===== src/rtl/logic_unit_pkg.sv =====
`default_nettype none
// ============================================================================
//  Module   : logic_unit_pkg
//  Purpose  : Op and state encodings shared by the bitwise logic unit.
//  Revision : 1.0  initial release
// ============================================================================
package logic_unit_pkg;

    localparam logic [1:0] OP_AND  = 2'b00;
    localparam logic [1:0] OP_OR   = 2'b01;
    localparam logic [1:0] OP_XOR  = 2'b10;
    localparam logic [1:0] OP_PASS = 2'b11;

    typedef enum logic [1:0] {
        IDLE = 2'd0,
        BUSY = 2'd1,
        DONE = 2'd2
    } state_t;

endpackage
`default_nettype wire


===== src/rtl/logic_slice.sv =====
`default_nettype none
// ============================================================================
//  Module   : logic_slice
//  Purpose  : Combinational AND/OR/XOR/pass-B on one SLICE-bit chunk.
//  Revision : 1.0  initial release
// ============================================================================
module logic_slice
    import logic_unit_pkg::*;
#(
    parameter int SLICE = 4
) (
    input  logic [SLICE-1:0] A,
    input  logic [SLICE-1:0] B,
    input  logic [1:0]       OP,
    output logic [SLICE-1:0] Y
);

    always_comb begin
        Y = '0;
        case (OP)
            OP_AND:  Y = A & B;
            OP_OR:   Y = A | B;
            OP_XOR:  Y = A ^ B;
            OP_PASS: Y = B;
            default: Y = '0;
        endcase
    end

endmodule
`default_nettype wire


===== src/rtl/bitwise_logic_unit.sv =====
`default_nettype none
// ============================================================================
//  Module   : bitwise_logic_unit
//  Purpose  : Multi-cycle WIDTH-bit bitwise unit, SLICE bits per cycle, with
//             valid/ready handshakes. Optional ZERO flag: LOGIC_ZERO_FLAG_EN.
//  Revision : 1.0  initial release
// ============================================================================
module bitwise_logic_unit
    import logic_unit_pkg::*;
#(
    parameter int WIDTH = 8,
    parameter int SLICE = 4
) (
    input  logic             CLK,
    input  logic             RESET,
    input  logic             IN_VALID,
    output logic             IN_READY,
    input  logic [WIDTH-1:0] DATA1,
    input  logic [WIDTH-1:0] DATA2,
    input  logic [1:0]       OP,
    output logic             OUT_VALID,
    input  logic             OUT_READY,
    output logic [WIDTH-1:0] RESULT
`ifdef LOGIC_ZERO_FLAG_EN
    ,
    output logic             ZERO
`endif
);

    localparam int NSLICE = WIDTH / SLICE;
    localparam int CNT_W  = (NSLICE > 1) ? $clog2(NSLICE) : 1;

    if (WIDTH < 1 || SLICE < 1 || (WIDTH % SLICE) != 0) begin : g_bad_cfg
        $error("bitwise_logic_unit: WIDTH must be >= 1 and a multiple of SLICE");
    end

    state_t                        state;
    state_t                        state_next;
    logic [CNT_W-1:0]              cnt;
    logic [1:0]                    op_q;
    logic [NSLICE-1:0][SLICE-1:0]  d1_q;
    logic [NSLICE-1:0][SLICE-1:0]  d2_q;
    logic [NSLICE-1:0][SLICE-1:0]  result_q;
    logic [NSLICE-1:0][SLICE-1:0]  result_next;
    logic [SLICE-1:0]              slice_y;
    logic                          last_slice;

    assign last_slice = (cnt == CNT_W'(NSLICE - 1));
    assign IN_READY   = (state == IDLE);
    assign OUT_VALID  = (state == DONE);
    assign RESULT     = result_q;

    logic_slice #(
        .SLICE (SLICE)
    ) u_slice (
        .A  (d1_q[cnt]),
        .B  (d2_q[cnt]),
        .OP (op_q),
        .Y  (slice_y)
    );

    always_comb begin
        result_next      = result_q;
        result_next[cnt] = slice_y;
    end

    always_ff @(posedge CLK) begin
        if (RESET) begin
            state <= IDLE;
        end else begin
            state <= state_next;
        end
    end

    always_comb begin
        state_next = state;
        case (state)
            IDLE:    if (IN_VALID)   state_next = BUSY;
            BUSY:    if (last_slice) state_next = DONE;
            DONE:    if (OUT_READY)  state_next = IDLE;
            default:                 state_next = IDLE;
        endcase
    end

    // Operand capture and slice-by-slice result build-up
    always_ff @(posedge CLK) begin
        if (RESET) begin
            cnt      <= '0;
            op_q     <= OP_AND;
            d1_q     <= '0;
            d2_q     <= '0;
            result_q <= '0;
        end else begin
            case (state)
                IDLE: begin
                    if (IN_VALID) begin
                        d1_q     <= DATA1;
                        d2_q     <= DATA2;
                        op_q     <= OP;
                        cnt      <= '0;
                        result_q <= '0;
                    end
                end
                BUSY: begin
                    result_q <= result_next;
                    cnt      <= cnt + CNT_W'(1);
                end
                default: ;
            endcase
        end
    end

`ifdef LOGIC_ZERO_FLAG_EN
    logic zero_q;

    assign ZERO = zero_q;

    always_ff @(posedge CLK) begin
        if (RESET) begin
            zero_q <= 1'b0;
        end else if (state == IDLE && IN_VALID) begin
            zero_q <= 1'b0;
        end else if (state == BUSY && last_slice) begin
            zero_q <= (result_next == '0);
        end
    end
`endif

endmodule
`default_nettype wire


===== config.mk =====
export PLATFORM = sky130hd
export DESIGN_NAME = bitwise_logic_unit
export DESIGN_NICKNAME = d
export VERILOG_FILES = /design/src/rtl/logic_unit_pkg.sv /design/src/rtl/logic_slice.sv /design/src/rtl/bitwise_logic_unit.sv
export SDC_FILE = /design/constraint.sdc
export NUM_CORES = 1
export LEC_CHECK = 0
export CORE_ASPECT_RATIO = 0.8
export CORE_UTILIZATION = 55
export DETAILED_ROUTE_END_ITERATION = 6
export DONT_BUFFER_PORTS = 1
export HOLD_SLACK_MARGIN = 0.02
export PLACE_DENSITY = 0.73
export SLEW_MARGIN = 20
export SYNTH_ARGS = -nofsm -noshare
export SYNTH_HDL_FRONTEND = slang
export SYNTH_SLANG_ARGS = --single-unit

===== constraint.sdc =====
create_clock -name CLK -period 1.5 [get_ports CLK]
set_input_delay 0.15 -clock CLK [delete_from_list [all_inputs] [get_ports CLK]]
set_output_delay 0.15 -clock CLK [all_outputs]
set_load 0.005 [all_outputs]

# Word-level counts from Yosys, hierarchy flattened
# Index checks and enable logic that the tools add are counted.
op_classes:
  shift: 0
  add_sub_neg: 1
  reduce_logical: 7
  n_lt_le_gt_ge: 2
  div: 0
  bitwise: 3
  n_eq_ne: 8
  muxes: 16
  n_mul: 0
ops:
  columns: ["cell", "count"]
  rows:
  - ["$mux 4", 5]
  - ["$pmux 4 s4", 1]
  - ["$pmux 8 s2", 1]
  - ["$bwmux 8", 1]
  - ["$mux 8", 1]
  - ["$eq 2x2->1 const B", 3]
  - ["$mux 2", 3]
  - ["$pmux 2 s3", 1]
  - ["$and 4x4->4", 1]
  - ["$demux 4 s1", 1]
  - ["$eq 2x1->1 const B", 2]
  - ["$logic_not 2->1", 2]
  - ["$ne 2x2->1 const B", 2]
  - ["$or 4x4->4", 1]
  - ["$reduce_and 2->1", 2]
  - ["$xor 4x4->4", 1]
  - ["$reduce_and 3->1", 1]
  - ["$lt 1x2->1 const B", 1]
  - ["$ne 2x1->1 const B", 1]
  - ["$pmux 1 s2", 1]
  - ["$reduce_bool 2->1", 1]
  - ["$add 1x1->1 const B", 1]
  - ["$ge 1x1->1 const B", 1]
  - ["$logic_and 1x1->1", 1]
  - ["$mux 1", 1]
word_totals:
  ff_bits: 29
  mem_count: 0
  latch_bits: 0
  mem_bits_ro: 0
  output_inout_bits: 10
  mem_bits_rw: 0

# Depth between registers and ports, before layout
# Gate-level depths: netlist of run 1.
depth:
  word_depth: 6
  ltp_mapped: 8
  depth_no_buf: 6

# Cells and area by module
# A second synthesis of run 1 with hierarchy kept.
unflattened:
  hier_cells: 157
  area_unflattened_um2: 1431.4
by_module_without_submodules:
  columns: ["module", "cells_per_inst", "n_inst", "seq_area_each_um2", "area_per_inst_um2"]
  rows:
  - ["bitwise_logic_unit", 133, 1, 580.6, 1181.1]
  - ["logic_slice", 24, 1, 0.0, 250.2]

# Worst setup path after synthesis of run 1
# No wires, ideal clock.
synth_timing:
  path_type: "reg2reg"
  startpoint: "register cnt"
  endpoint: "register result_q (netlist bit RESULT[1])"
  required_time_ps: 1408
  path_stages_with_launch: 8
  setup_slack_ps: -141
  arrival_time_ps: 1549
  setup_ps: 92
  path_cell_list: "dfxtp_1 -> buf_6 -> buf_4 -> mux2i_1 -> ha_1 -> inv_1 -> mux4_2 -> o32ai_1"
synth_via:
  elab_chain_cells: 6
  word_cells_on_any_way: 15
  cone_classes: "order compare (2); mux (9); bitwise (3); reduce/logical (1)"
synth_lines:
  columns: ["item", "line", "text"]
  rows:
  - ["start: declaration", "bitwise_logic_unit.sv:39", "logic [CNT_W-1:0] cnt;"]
  - ["start signal: assignment", "bitwise_logic_unit.sv:106", "cnt <= cnt + CNT_W'(1);"]
  - ["$mux 4 (implied by the code), or another cell as far along (2 in series)", "bitwise_logic_unit.sv:56", ".A (d1_q[cnt]),"]
  - ["$xor 4x4->4, or another cell as far along", "logic_slice.sv:23", "OP_XOR: Y = A ^ B;"]
  - ["$pmux 4 s4 or $demux 4 s1 (tied branches)", "logic_slice.sv:20, bitwise_logic_unit.sv:64", null]
  - ["$bwmux 8 (*)", "bitwise_logic_unit.sv:64", "result_next[cnt] = slice_y;"]
  - ["$pmux 8 s2 (*)", "bitwise_logic_unit.sv:94", "case (state)"]
  - ["end signal: assignment", "bitwise_logic_unit.sv:105", "result_q <= result_next;"]
  - ["end: declaration", "bitwise_logic_unit.sv:43", "logic [NSLICE-1:0][SLICE-1:0] result_q;"]
# Every way passes the cells marked *; elsewhere a longest branch is shown, timed or not. The select of a mux whose other input is x is not followed.
# A chain may end at the register's enable or synchronous reset.

# Worst setup path in the final report of run 1
layout_timing:
  startpoint: "register cnt"
  endpoint: "register result_q (netlist bit RESULT[5])"
# Same word-level chain as after synthesis.

==> key figures, run 1 <==
Synthesis
  – Synth cell count leaders: 36 x nand2_1, 29 x dfxtp_1, 22 x inv_1, 20 x a21oi_1
  – Largest area contributor in the netlist: dfxtp_1
  – Cells after Synth: 162
  – FFs w/ async S/R, synth: 0
  – Largest cells by area after synthesis: dfxtp_1 41%, nand2_1 9.5%, a21oi_1 7.1%
  – Library cells used by synthesis: 23
  – Post-synth EDFFs: 0
  – Sequential-to-total area share from yosys stat: 0.409
  – Seq cells post-synth: 29
  – Primary FF master, synth: dfxtp_1
  – Synth Cell Area: ~1400 um2
  – Syn. warnings: 0
  – Syn avg cell area: 8.76 um2
  – Post-synth top area share: 0.409
  – Count leader, synth: nand2_1
  – Synth Net Count: between 150 and 200

Setup path
  – Worst setup EP type: flip-flop
  – Critical Path RT: 1.75 ns
  – CP startpoint kind: flip-flop
  – Crit-path cells: buf_12 > mux2i_4 > ha_4 > inv_2 > mux4_2 > o2bb2ai_2
  – Crit-path slowest cell: mux4_2
  – Crit path DAT: 1.97 ns
  – Worst setup path category: reg2reg
  – Largest stage delay, worst path: 0.49 ns
  – Crit-path max FO: 5

Pwr
  – Lkg Pwr: approximately 0.64 nW
  – Power Density: between 1000 and 1500 nW/um2
  – Power Total: 0.00170 W
  – Worst VDD drop: 0.682 mV

Timing
  – Hold WS: -0.118 ns
  – RSZ-0062 raised after global routing: true
  – Period utilization: 1.14
  – Slew headroom: 0.708
  – Final setup viols: 8
  – Final Max Tran Viols: 0
  – Final Hold Viols: 25
  – Fmax achieved: 583 MHz
  – Worst-Margin Slew: 0.437 ns
  – Clk_skew: about 0.010 ns
  – Setup WS post-layout: -0.215 ns
  – Clock period minus worst slack: 1.72 ns

Cells and area
  – Area grow syn2layout: 15.3%
  – Layout cells sized above 1: 0.222
  – Ant diodes: 0
  – Nets: ~200

Global routing
  – Grt met3 use: 0.0784
  – Antenna violations before repair: 0
  – M2 GR Usage: 0.395
  – Most Used Layer, Global Route: met2
  – Met1 usage: 0.246
  – Total GRT Usage: 0.220
  – First-pass GRT wire length: 4320 um
  – Vias in the first global route: 992
  – Grt ovf: 0
  – Largest net degree at the start of global routing: 29

Outcome
  – Status: finished, violations left
  – Failing checks: hold timing, setup timing

Route
  – Wire length per cell: 14.2 um
  – Antenna Violating Nets Remaining: 0
  – # DRC: 0
  – Vias per Instance: approximately 5.3
  – Via Count: 1082
  – Number of detailed-route iterations in the first pass: 4
  – Drt total wl: 2880 um
  – Drt initial violations: 43

Die
  – Boundary pin count: 32
  – Die Wd: about 59 um
  – Initial core utilization: 0.581
  – Core area: 2440 um2
  – Die Ht: approximately 47 um
  – Row Count: 16
  – Die Area: about 2800 um2

Clock network
  – CTS tree: yes
  – Root Driver: clkbuf_4
  – Clock sink total: 29
  – Clock buffer count from CTS: 5
  – Maximum clock path buffer count: 2
  – CTS H-tree depth: 2
  – Clock transition at the registers of the reported paths: 0.09 ns
  – Worst-skew pair later-pin latency: 0.32 ns

Placed design
  – Dpl hpwl: 1990 um
  – GPL Wtd Cong: 0.755
  – Buffers on Ports: 0
  – Worst slack, placed: -0.467 ns

Run
  – Max-cap viol count: 0

Worst hold path
  – Hold Path Class: in2reg
cell families (layout without fill, tap and decap cells):
family                   after synthesis  after routing  synth area share
flip-flops                            29             29             0.409
multiplexers                          13             13             0.128
buffers and inverters                 32             37             0.105
adder cells (fa/ha/maj)                8              8            0.0705
AND/OR/NAND/NOR                       50             50             0.157
AO/OA/AOI/OAI                         30             30             0.131
flip-flops by register name, summed over array words and instances, names as in the netlist:
| register | count |
|---|---|
| cnt | 1 |
| RESULT | 8 |
| d2_q | 8 |
| d1_q | 8 |
| op_q | 2 |
| state | 2 |
metal layers:
layer  part of all wire  vias to the layer above  wire (um)
met5                  0                        -          0
met4              0.010                        0         29
met3              0.054                        5        154
met2               0.52                       25       1510
met1               0.41                      508       1190
li1                   -                      544          -
worst max-delay path, delay by kind of cell, from the launching register on:
family,cells,cell delay [ns]
buf+inv,2,0.16
fa+ha+maj,1,0.28
compound gates,1,0.14
flops,1,0.37
mux,2,0.69
stage by stage:
stage	area [um2]	std cells	TNS, ns	util	hold slack (ns)
2_1_floorplan	1420	162	-0.812	-	0.286
3_3_place_gp	1440	193	-2.23	0.588	0.223
6_report	1640	203	-1.51	0.670	-0.118
4_1_cts	1520	201	-1.30	0.621	-0.132
3_5_place_dp	1440	193	-3.37	0.588	0.226
5_1_grt	1640	203	-1.99	0.670	-0.144
cell type report:
| class | count | area (um2) |
|---|---|---|
| clock buffers | 7 | 65.1 |
| inverters | 22 | 82.6 |
| clock inverters | 1 | 5.00 |
| well taps | 36 | 45.0 |
| flip-flops and latches | 29 | 584 |
| fillers | 215 | 806 |
| multi-input cells | 101 | 786 |
| repair buffers | 7 | 68.8 |
where the power goes:
group / leakage (nW) / switching, W / total [W] / internal (W)
sequential: 0.238 / 0.0000446 / 0.000857 / 0.000812
clock: 0.0413 / 0.000268 / 0.000540 / 0.000271
combinational: 0.366 / 0.000150 / 0.000303 / 0.000152
total: 0.645 / 0.000463 / 0.00170 / 0.00124
placed cells by master (no fill, tap or decap):
cell type / instances
inv_1: 21
dfxtp_1: 28
clkbuf_8: 2
o32ai_1: 2
nor2b_1: 3
ha_1: 7
mux2i_4: 3
buf_6: 1
or3b_1: 1
buf_12: 1
inv_2: 1
nand2b_1: 2
nor2_1: 5
a211oi_1: 1
nand3b_1: 1
clkbuf_4: 5
clkinv_2: 1
mux2_2: 1
a21oi_2: 1
mux2i_1: 1
o32ai_2: 2
mux4_2: 4
mux2i_2: 4
nor3b_2: 1
nand2_1: 36
a22oi_1: 1
o2bb2ai_1: 2
or3b_2: 1
a21oi_1: 19
buf_4: 5
ha_4: 1
dfxtp_4: 1
o2bb2ai_2: 2
path summary, 6_finish.rpt:
path	startpoint	to	slack [ns]	cells past startpoint
worst min-delay path	RESET	cnt	-0.12	1
worst max-delay path	cnt	RESULT[5]	-0.22	6
worst min register to register	d1_q[7]	d1_q[7]	0.46	2
worst max register to register	cnt	RESULT[5]	-0.22	6
timing repair:
action                     in CTS  in global routing
pin swaps                       0                  3
setup endpoints to repair       8                 19
hold endpoints to repair       25                 25
setup buffers                   0                  2
gates cloned                    0                  0
resized for setup               4                 18
Note: power is estimated with default switching activity, not from simulation.
==> run 2, diff against run 1 <==
CORE_UTILIZATION = 61   (was 55)
PLACE_DENSITY = 0.77   (was 0.73)
clock period = 2.15 ns   (was 1.5 ns; I/O delays follow)
==> key figures, run 2 (synthesis results as in run 1) <==
Timing
  – Fmax achieved: 553 MHz
  – Period utilization: 0.841
  – Worst-Margin Slew: 0.874 ns
  – Hold WS: about 0.028 ns
  – Setup TNS: 0 ns
  – Final Max Tran Viols: 0
  – Final setup viols: 0
  – Clk_skew: 0.00847 ns
  – RSZ-0062 raised after global routing: false
  – Slew headroom: 0.415
  – Final Hold Viols: 0
  – Clock period minus worst slack: approximately 1.8 ns

Setup path
  – Largest stage delay, worst path: 0.55 ns
  – Critical path's top delay family: multiplexers
  – Crit path DAT: 2.04 ns
  – Crit-path cells: mux2i_1 > ha_1 > inv_1 > mux4_2 > o32ai_1
  – Critical Path RT: around 2.4 ns
  – CP startpoint kind: flip-flop
  – Crit-path slowest cell: dfxtp_2
  – Crit-path max FO: 15
  – Worst setup path category: reg2reg
  – Crit path buf inv count: 1
  – Worst setup EP type: flip-flop

Route
  – Drt total wl: 2630 um
  – Drt initial violations: 21
  – Vias per Instance: 5.61
  – # DRC: 0
  – Number of detailed-route iterations in the first pass: 4
  – Wire length per cell: approximately 13 um
  – Antenna Violating Nets Remaining: 0
  – Via Count: 1093

Cells and area
  – Finished Core Util: 0.711
  – Nets: 200
  – # fillers: 185
  – Layout cells sized above 1: 0.0824
  – Ant diodes: 0
  – Fin area: 1550 um2
  – Most frequent cells in the layout: 36 x nand2_1, 28 x dfxtp_1, 22 x inv_1, 20 x a21oi_1, 10 x dlygate4sd3_1
  – Multi-input gate area: 689 um2
  – Seq. cell area: 582 um2
  – Commonest non-fill, non-tap cell in the layout: nand2_1
  – Area grow syn2layout: 9.08%
  – Fin cells: a little under 200

Run
  – Max-cap viol count: 0

Die
  – Die Wd: 55.9 um
  – Core area: between 2000 and 2500 um2
  – Initial core utilization: 0.652
  – Row Count: 15
  – Die Area: 2520 um2
  – Boundary pin count: 32
  – Die Ht: 45.1 um

Placed design
  – DP Cell Count: 178
  – GPL Wtd Cong: 0.758
  – Dpl hpwl: 1850 um
  – Buffers on Ports: 0
  – Area post-placement: 1390 um2

Clock network
  – Clock transition at the registers of the reported paths: 0.09 ns
  – Worst-skew pair later-pin latency: between 0.3 and 0.4 ns
  – Clock buffer count from CTS: 5
  – Maximum clock path buffer count: 2
  – CTS H-tree depth: 2
  – CTS tree: yes
  – Clock sink total: 29
  – Post-CTS Setup Inserts: 0
  – Root Driver: clkbuf_4

Pwr
  – Power Density: 708 nW/um2
  – Worst VDD drop: 0.626 mV
  – Lkg Pwr: 0.629 nW

Global routing
  – Largest net degree at the start of global routing: 26
  – First-pass GRT wire length: between 4000 and 5000 um
  – Antenna violations before repair: 0
  – Total GRT Usage: 0.236
  – Grt ovf: 0
  – Vias in the first global route: 1058

Worst hold path
  – Hold Path Class: in2reg

Outcome
  – Status: complete, no violations
run 2: path summary, 6_finish.rpt:
path | from | endpoint | slack [ns] | cells past startpoint
worst max-delay path | cnt | RESULT[3] | 0.34 | 5
worst min-delay path | DATA2[5] | d2_q[5] | 0.03 | 2
worst max register to register | cnt | RESULT[3] | 0.34 | 5
worst min register to register | d2_q[2] | d2_q[2] | 0.46 | 2
run 2: cell type report:
type | count | area share
multi-input cells | 101 | 0.445
flip-flops and latches | 29 | 0.376
repair buffers | 11 | 0.0695
inverters | 22 | 0.0534
clock buffers | 7 | 0.0356
well taps | 25 | 0.0202
run 2: per-stage QoR:
step           power [W]  setup WS, ns
2_1_floorplan   0.000743         0.509
3_3_place_gp    0.000747         0.213
3_5_place_dp    0.000758         0.156
4_1_cts          0.00110         0.125
5_1_grt          0.00116         0.234
6_report         0.00110         0.343
run 2: repair_timing:
item / CTS / global route
setup endpoints to repair: 0 / 1
gates resized for setup: 0 / 1
hold endpoints to repair: 25 / 0
hold buffers: 10 / 0
run 2: per-layer routing:
layer,up-vias,track usage,wire (um)
met2,32,0.417,1320
li1,548,-,-
met3,8,0.0774,155
met5,-,0,0
met4,0,0.146,68
met1,505,0.255,1080
run 2: power by group:
part	switching, W	leakage [nW]	internal, W
logic	0.0000856	0.361	0.0000799
registers	0.0000340	0.237	0.000567
clock network	0.000176	0.0314	0.000154
==> run 3, diff against run 2 <==
clock period = 1.7 ns   (was 2.15 ns; I/O delays follow)
==> key figures, run 3 (synthesis results as in run 1) <==
Outcome
  – Status: complete, no violations

Route
  – Via Count: 1125
  – Antenna Violating Nets Remaining: 0
  – # DRC: 0
  – Number of detailed-route iterations in the first pass: 4
  – Wire length per cell: 13.4 um
  – Drt total wl: 2780 um
  – Drt initial violations: 24
  – Vias per Instance: 5.43

Global routing
  – Largest net degree at the start of global routing: 26
  – Grt ovf: 0
  – First-pass GRT wire length: roughly 4400 um
  – Vias in the first global route: 1061
  – Total GRT Usage: 0.239
  – Antenna violations before repair: 0

Pwr
  – Power Total: 0.00148 W
  – Power Density: 880 nW/um2
  – Worst VDD drop: 0.866 mV
  – Lkg Pwr: 0.688 nW

Die
  – Die Area: 2520 um2
  – Core area: 2180 um2
  – Die Ht: between 40 and 50 um
  – Die Wd: ~56 um
  – Row Count: 15
  – Initial core utilization: 0.652
  – Boundary pin count: 32

Timing
  – Slew headroom: 0.426
  – Period utilization: 0.976
  – Final Hold Viols: 0
  – Fmax achieved: between 600 and 700 MHz
  – RSZ-0062 raised after global routing: true
  – Hold WS: 0.0514 ns
  – Clock period minus worst slack: about 1.7 ns
  – Final setup viols: 0
  – Setup TNS: 0 ns
  – Worst-Margin Slew: about 0.86 ns
  – Final Max Tran Viols: 0
  – Clk_skew: ~0.0070 ns

Setup path
  – Crit path DAT: 1.90 ns
  – CP startpoint kind: flip-flop
  – Crit-path max FO: 10
  – Worst Reg-to-Reg Cells: 5
  – Reg2reg start: cnt
  – Reg2reg end: RESULT[3]
  – Worst setup path category: reg2reg
  – Worst setup EP type: flip-flop
  – Worst reg2reg setup slack: 0.04 ns
  – Critical Path RT: 1.94 ns

Run
  – Max-cap viol count: 0

Placed design
  – Area post-placement: 1410 um2
  – GPL Wtd Cong: 0.795
  – Dpl hpwl: about 1900 um
  – Buffers on Ports: 0

Clock network
  – Clock transition at the registers of the reported paths: roughly 0.09 ns
  – Clock buffer count from CTS: 5
  – Clock sink total: 29
  – CTS H-tree depth: 2
  – Maximum clock path buffer count: 2
  – Worst-skew pair later-pin latency: approximately 0.34 ns
  – Root Driver: clkbuf_4
  – CTS tree: yes

Cells and area
  – # fillers: between 150 and 200
  – Most frequent cells in the layout: 36 x nand2_1, 28 x dfxtp_1, 22 x inv_1, 20 x a21oi_1, 19 x dlygate4sd3_1
  – Layout cells sized above 1: 0.115
  – Commonest non-fill, non-tap cell in the layout: nand2_1
  – Nets: 211
  – Fin area: 1680 um2
  – Finished Core Util: 0.772
  – Ant diodes: 0
  – Area grow syn2layout: 18.5%

Worst hold path
  – Worst Min Path Start: OUT_READY
  – Hold Path Class: in2reg
  – WHS Path Cells: 3
  – WHS Endpoint: state[1]
==> run 3: changes by cell type in the layout (fill, tap and decap cells not counted), sizes merged <==
cell / change
buf: +2
clkinv: +1
dlygate4sd3: +9
==> run 3: worst max-delay path by stage <==
stage | startpoint | to | slack [ns]
3_5_place_dp | cnt | RESULT[4] | -0.21
3_3_place_gp | cnt | RESULT[4] | -0.12
2_1_floorplan | cnt | RESULT[1] | 0.06
6_report | cnt | RESULT[3] | 0.04
4_1_cts | cnt | RESULT[2] | 0.04
5_1_grt | cnt | RESULT[3] | -0.05
==> run 3: layout make-up <==
class	count	area, um2	area share
Multi-Input combinational cell	101	701	0.417
Sequential cell	29	584	0.347
Timing Repair Buffer	22	213	0.126
Inverter	22	82.6	0.0491
Clock buffer	7	65.1	0.0387
Tap cell	25	31.3	0.0186
Clock inverter	1	5.00	0.00298
==> run 3: report_power, final <==
group / switching [W] / leakage (nW) / internal (W) / total, W
Combinational: 0.000118 / 0.409 / 0.000125 / 0.000243
Clock: 0.000238 / 0.0413 / 0.000239 / 0.000478
Sequential: 0.0000426 / 0.238 / 0.000717 / 0.000759
Total: 0.000399 / 0.688 / 0.00108 / 0.00148
==> run 3: timing repair <==
action | CTS | global route
hold endpoints to repair | 25 | 0
hold buffers | 19 | 0
setup endpoints to repair | 8 | 7
buffers inserted | 0 | 0
gates resized for setup | 3 | 2
gates cloned | 0 | 0
==> run 3: worst max-delay path, cell delays in order (launching register included) <==
cell,delay (ns)
dfxtp_4,0.46
mux2i_2,0.27
ha_1,0.18
inv_1,0.04
mux4_2,0.48
o32ai_1,0.13
==> run 3: layer usage <==
| metal | global-route usage | routed length [um] | vias up |
|---|---|---|---|
| li1 | - | - | 568 |
| met1 | 0.235 | 1150 | 519 |
| met2 | 0.460 | 1430 | 30 |
| met3 | 0.0802 | 144 | 8 |
| met4 | 0.132 | 60 | 0 |
| met5 | 0 | 0 | - |
==> run 3: stage by stage <==
step           worst slack, ns  std cells
4_1_cts                 0.0355        207
3_3_place_gp            -0.123        180
6_report                0.0402        207
2_1_floorplan           0.0589        162
5_1_grt                -0.0523        207
3_5_place_dp            -0.208        180
==> edit, RTL diff (flow settings as in run 1) <==
Encoding of `state_t`: now one-hot (3 bits for 3 states).
--- a/src/rtl/logic_unit_pkg.sv
+++ b/src/rtl/logic_unit_pkg.sv
@@ -11,10 +11,10 @@
     localparam logic [1:0] OP_XOR  = 2'b10;
     localparam logic [1:0] OP_PASS = 2'b11;
 
-    typedef enum logic [1:0] {
-        IDLE = 2'd0,
-        BUSY = 2'd1,
-        DONE = 2'd2
+    typedef enum logic [2:0] {
+        IDLE = 3'b001,
+        BUSY = 3'b010,
+        DONE = 3'b100
     } state_t;
 
 endpackage
Check against the original RTL: same outputs for any inputs over 10 cycles, from zero or initial values and one cycle with RESET high; not proved beyond that.
==> edit against run 1 <==
  * The flow finishes with violations (setup timing)
  * Synthesized area increased by 10%
  * Sequential share of layout area down 5.7 points
  * Wire length is 28% higher
  * Power grew 0.52%
  * Sequential cell count is 1 higher
  * Critical path depth unchanged
  * Die area is 10% higher
  * Worst setup slack worse by 0.0081 ns
  * Final area rose by 23%
  * Utilization rose by 12 points
  * Critical endpoint is now RESULT[4]
  * Largest power group unchanged
==> edit: results (changes against run 1) <==
placed_design:
  gp_congestion: 0.828  # +9.7%
min_path:
  hold_start: "OUT_READY"
  whs_endpoint: "state[2]"
  min_path_cells: 3  # +2
global_route:
  met2_usage_pct: 46.6  # +7.0 points
  use_met1_pct: 28.7  # +4.0 points
  grt_pass1_wl_um: 5720  # +32%
  groute.usage.overall_pct: 26.2  # +4.2 points
  met3_usage_pct: 7.09  # -0.75 points
synth:
  yosys.area_share.adder_pct: 6.39  # -0.66 points
  syn-instance-count: 170  # +4.9%
  seq_area_frac_synth_pct: 38.3  # -2.6 points
  synthTopCellsByArea: "dfxtp_1, nand2_1, ha_1, a21oi_2, a32o_1"
  synth_compound_area_share_pct: 19.6  # +6.5 points
setup_path:
  max_stage_delay_ns: 0.38  # -0.11 ns
  crit_end: "RESULT[4]"
  cp_slowest_cell: "dfxtp_4"
  worstPathArrival_ns: 1.95  # -0.02 ns
  path_delay_family: "flip-flops"
timing:
  worst_slack_ns: -0.223  # -0.00810 ns
  slew-limit-headroom_pct: 36.4  # -34 points
  final-setup-viol-count: 8  # unchanged
run_status:
  status: "finished, violations left"
  violations: "setup timing"
detailed_routing:
  wl_per_cell_um: 15.8  # +12%
  first_iter_violations: 73  # +70%
  routed_wl_um: 3680  # +28%
  post_drt_via_cell_ratio: 5.56  # +4.2%
final_layout:
  layout-drive-gt1-share_pct: 30.1  # +7.9 points
pwr:
  p_sw_share_pct: 28.1  # +0.84 points
edit: changes by cell type after synthesis, moves of 5 or more:
cell | run 1 | this run
a32o_1 | 0 | 8
inv_1 | 22 | 13
nor2_1 | 5 | 0
a21oi_2 | 0 | 10
a21oi_1 | 20 | 9
edit: through the flow:
| step | hold WS, ns | setup slack (ns) |
|---|---|---|
| 6_report | 0.0717 | -0.223 |
| 4_1_cts | 0.0707 | -0.189 |
| 3_5_place_dp | 0.218 | -0.253 |
| 2_1_floorplan | 0.277 | -0.175 |
| 5_1_grt | 0.0940 | -0.262 |
| 3_3_place_gp | 0.217 | -0.190 |
edit: metal layers:
metal	part of all wire, %	vias up
li1	-	642
met1	43	613
met2	51	29
met3	4.3	5
met4	1.3	0
met5	0	-
edit: power groups by stage:
stage / Combinational [W] / Clock, W / Sequential, W
floorplan: 0.000222 / 0 / 0.000865
global placement: 0.000214 / 0 / 0.000888
detailed placement: 0.000227 / 0 / 0.000889
CTS: 0.000288 / 0.000503 / 0.000871
global route: 0.000362 / 0.000550 / 0.000888
finish: 0.000327 / 0.000499 / 0.000882
edit: repair_timing:
item | 4_1_cts | 5_1_grt
gates resized for setup | 8 | 20
gates cloned | 0 | 0
pin swaps | 0 | 2
setup endpoints to repair | 9 | 28
hold buffers | 20 | 0
setup buffers | 2 | 0
endpoints found under the hold margin | 21 | 0
edit: layout make-up:
cell class,count,area [um^2]
Clock inverter,1,5.00
Inverter,13,48.8
Sequential cell,30,606
Fill cell,171,547
Tap cell,36,45.0
Clock buffer,7,55.1
Multi-Input combinational cell,113,946
Timing Repair Buffer,32,310
edit: worst min-delay path, stage by stage:
cell,delay [ns]
nor3b_1,0.02
a31oi_1,0.14
nor3_1,0.06
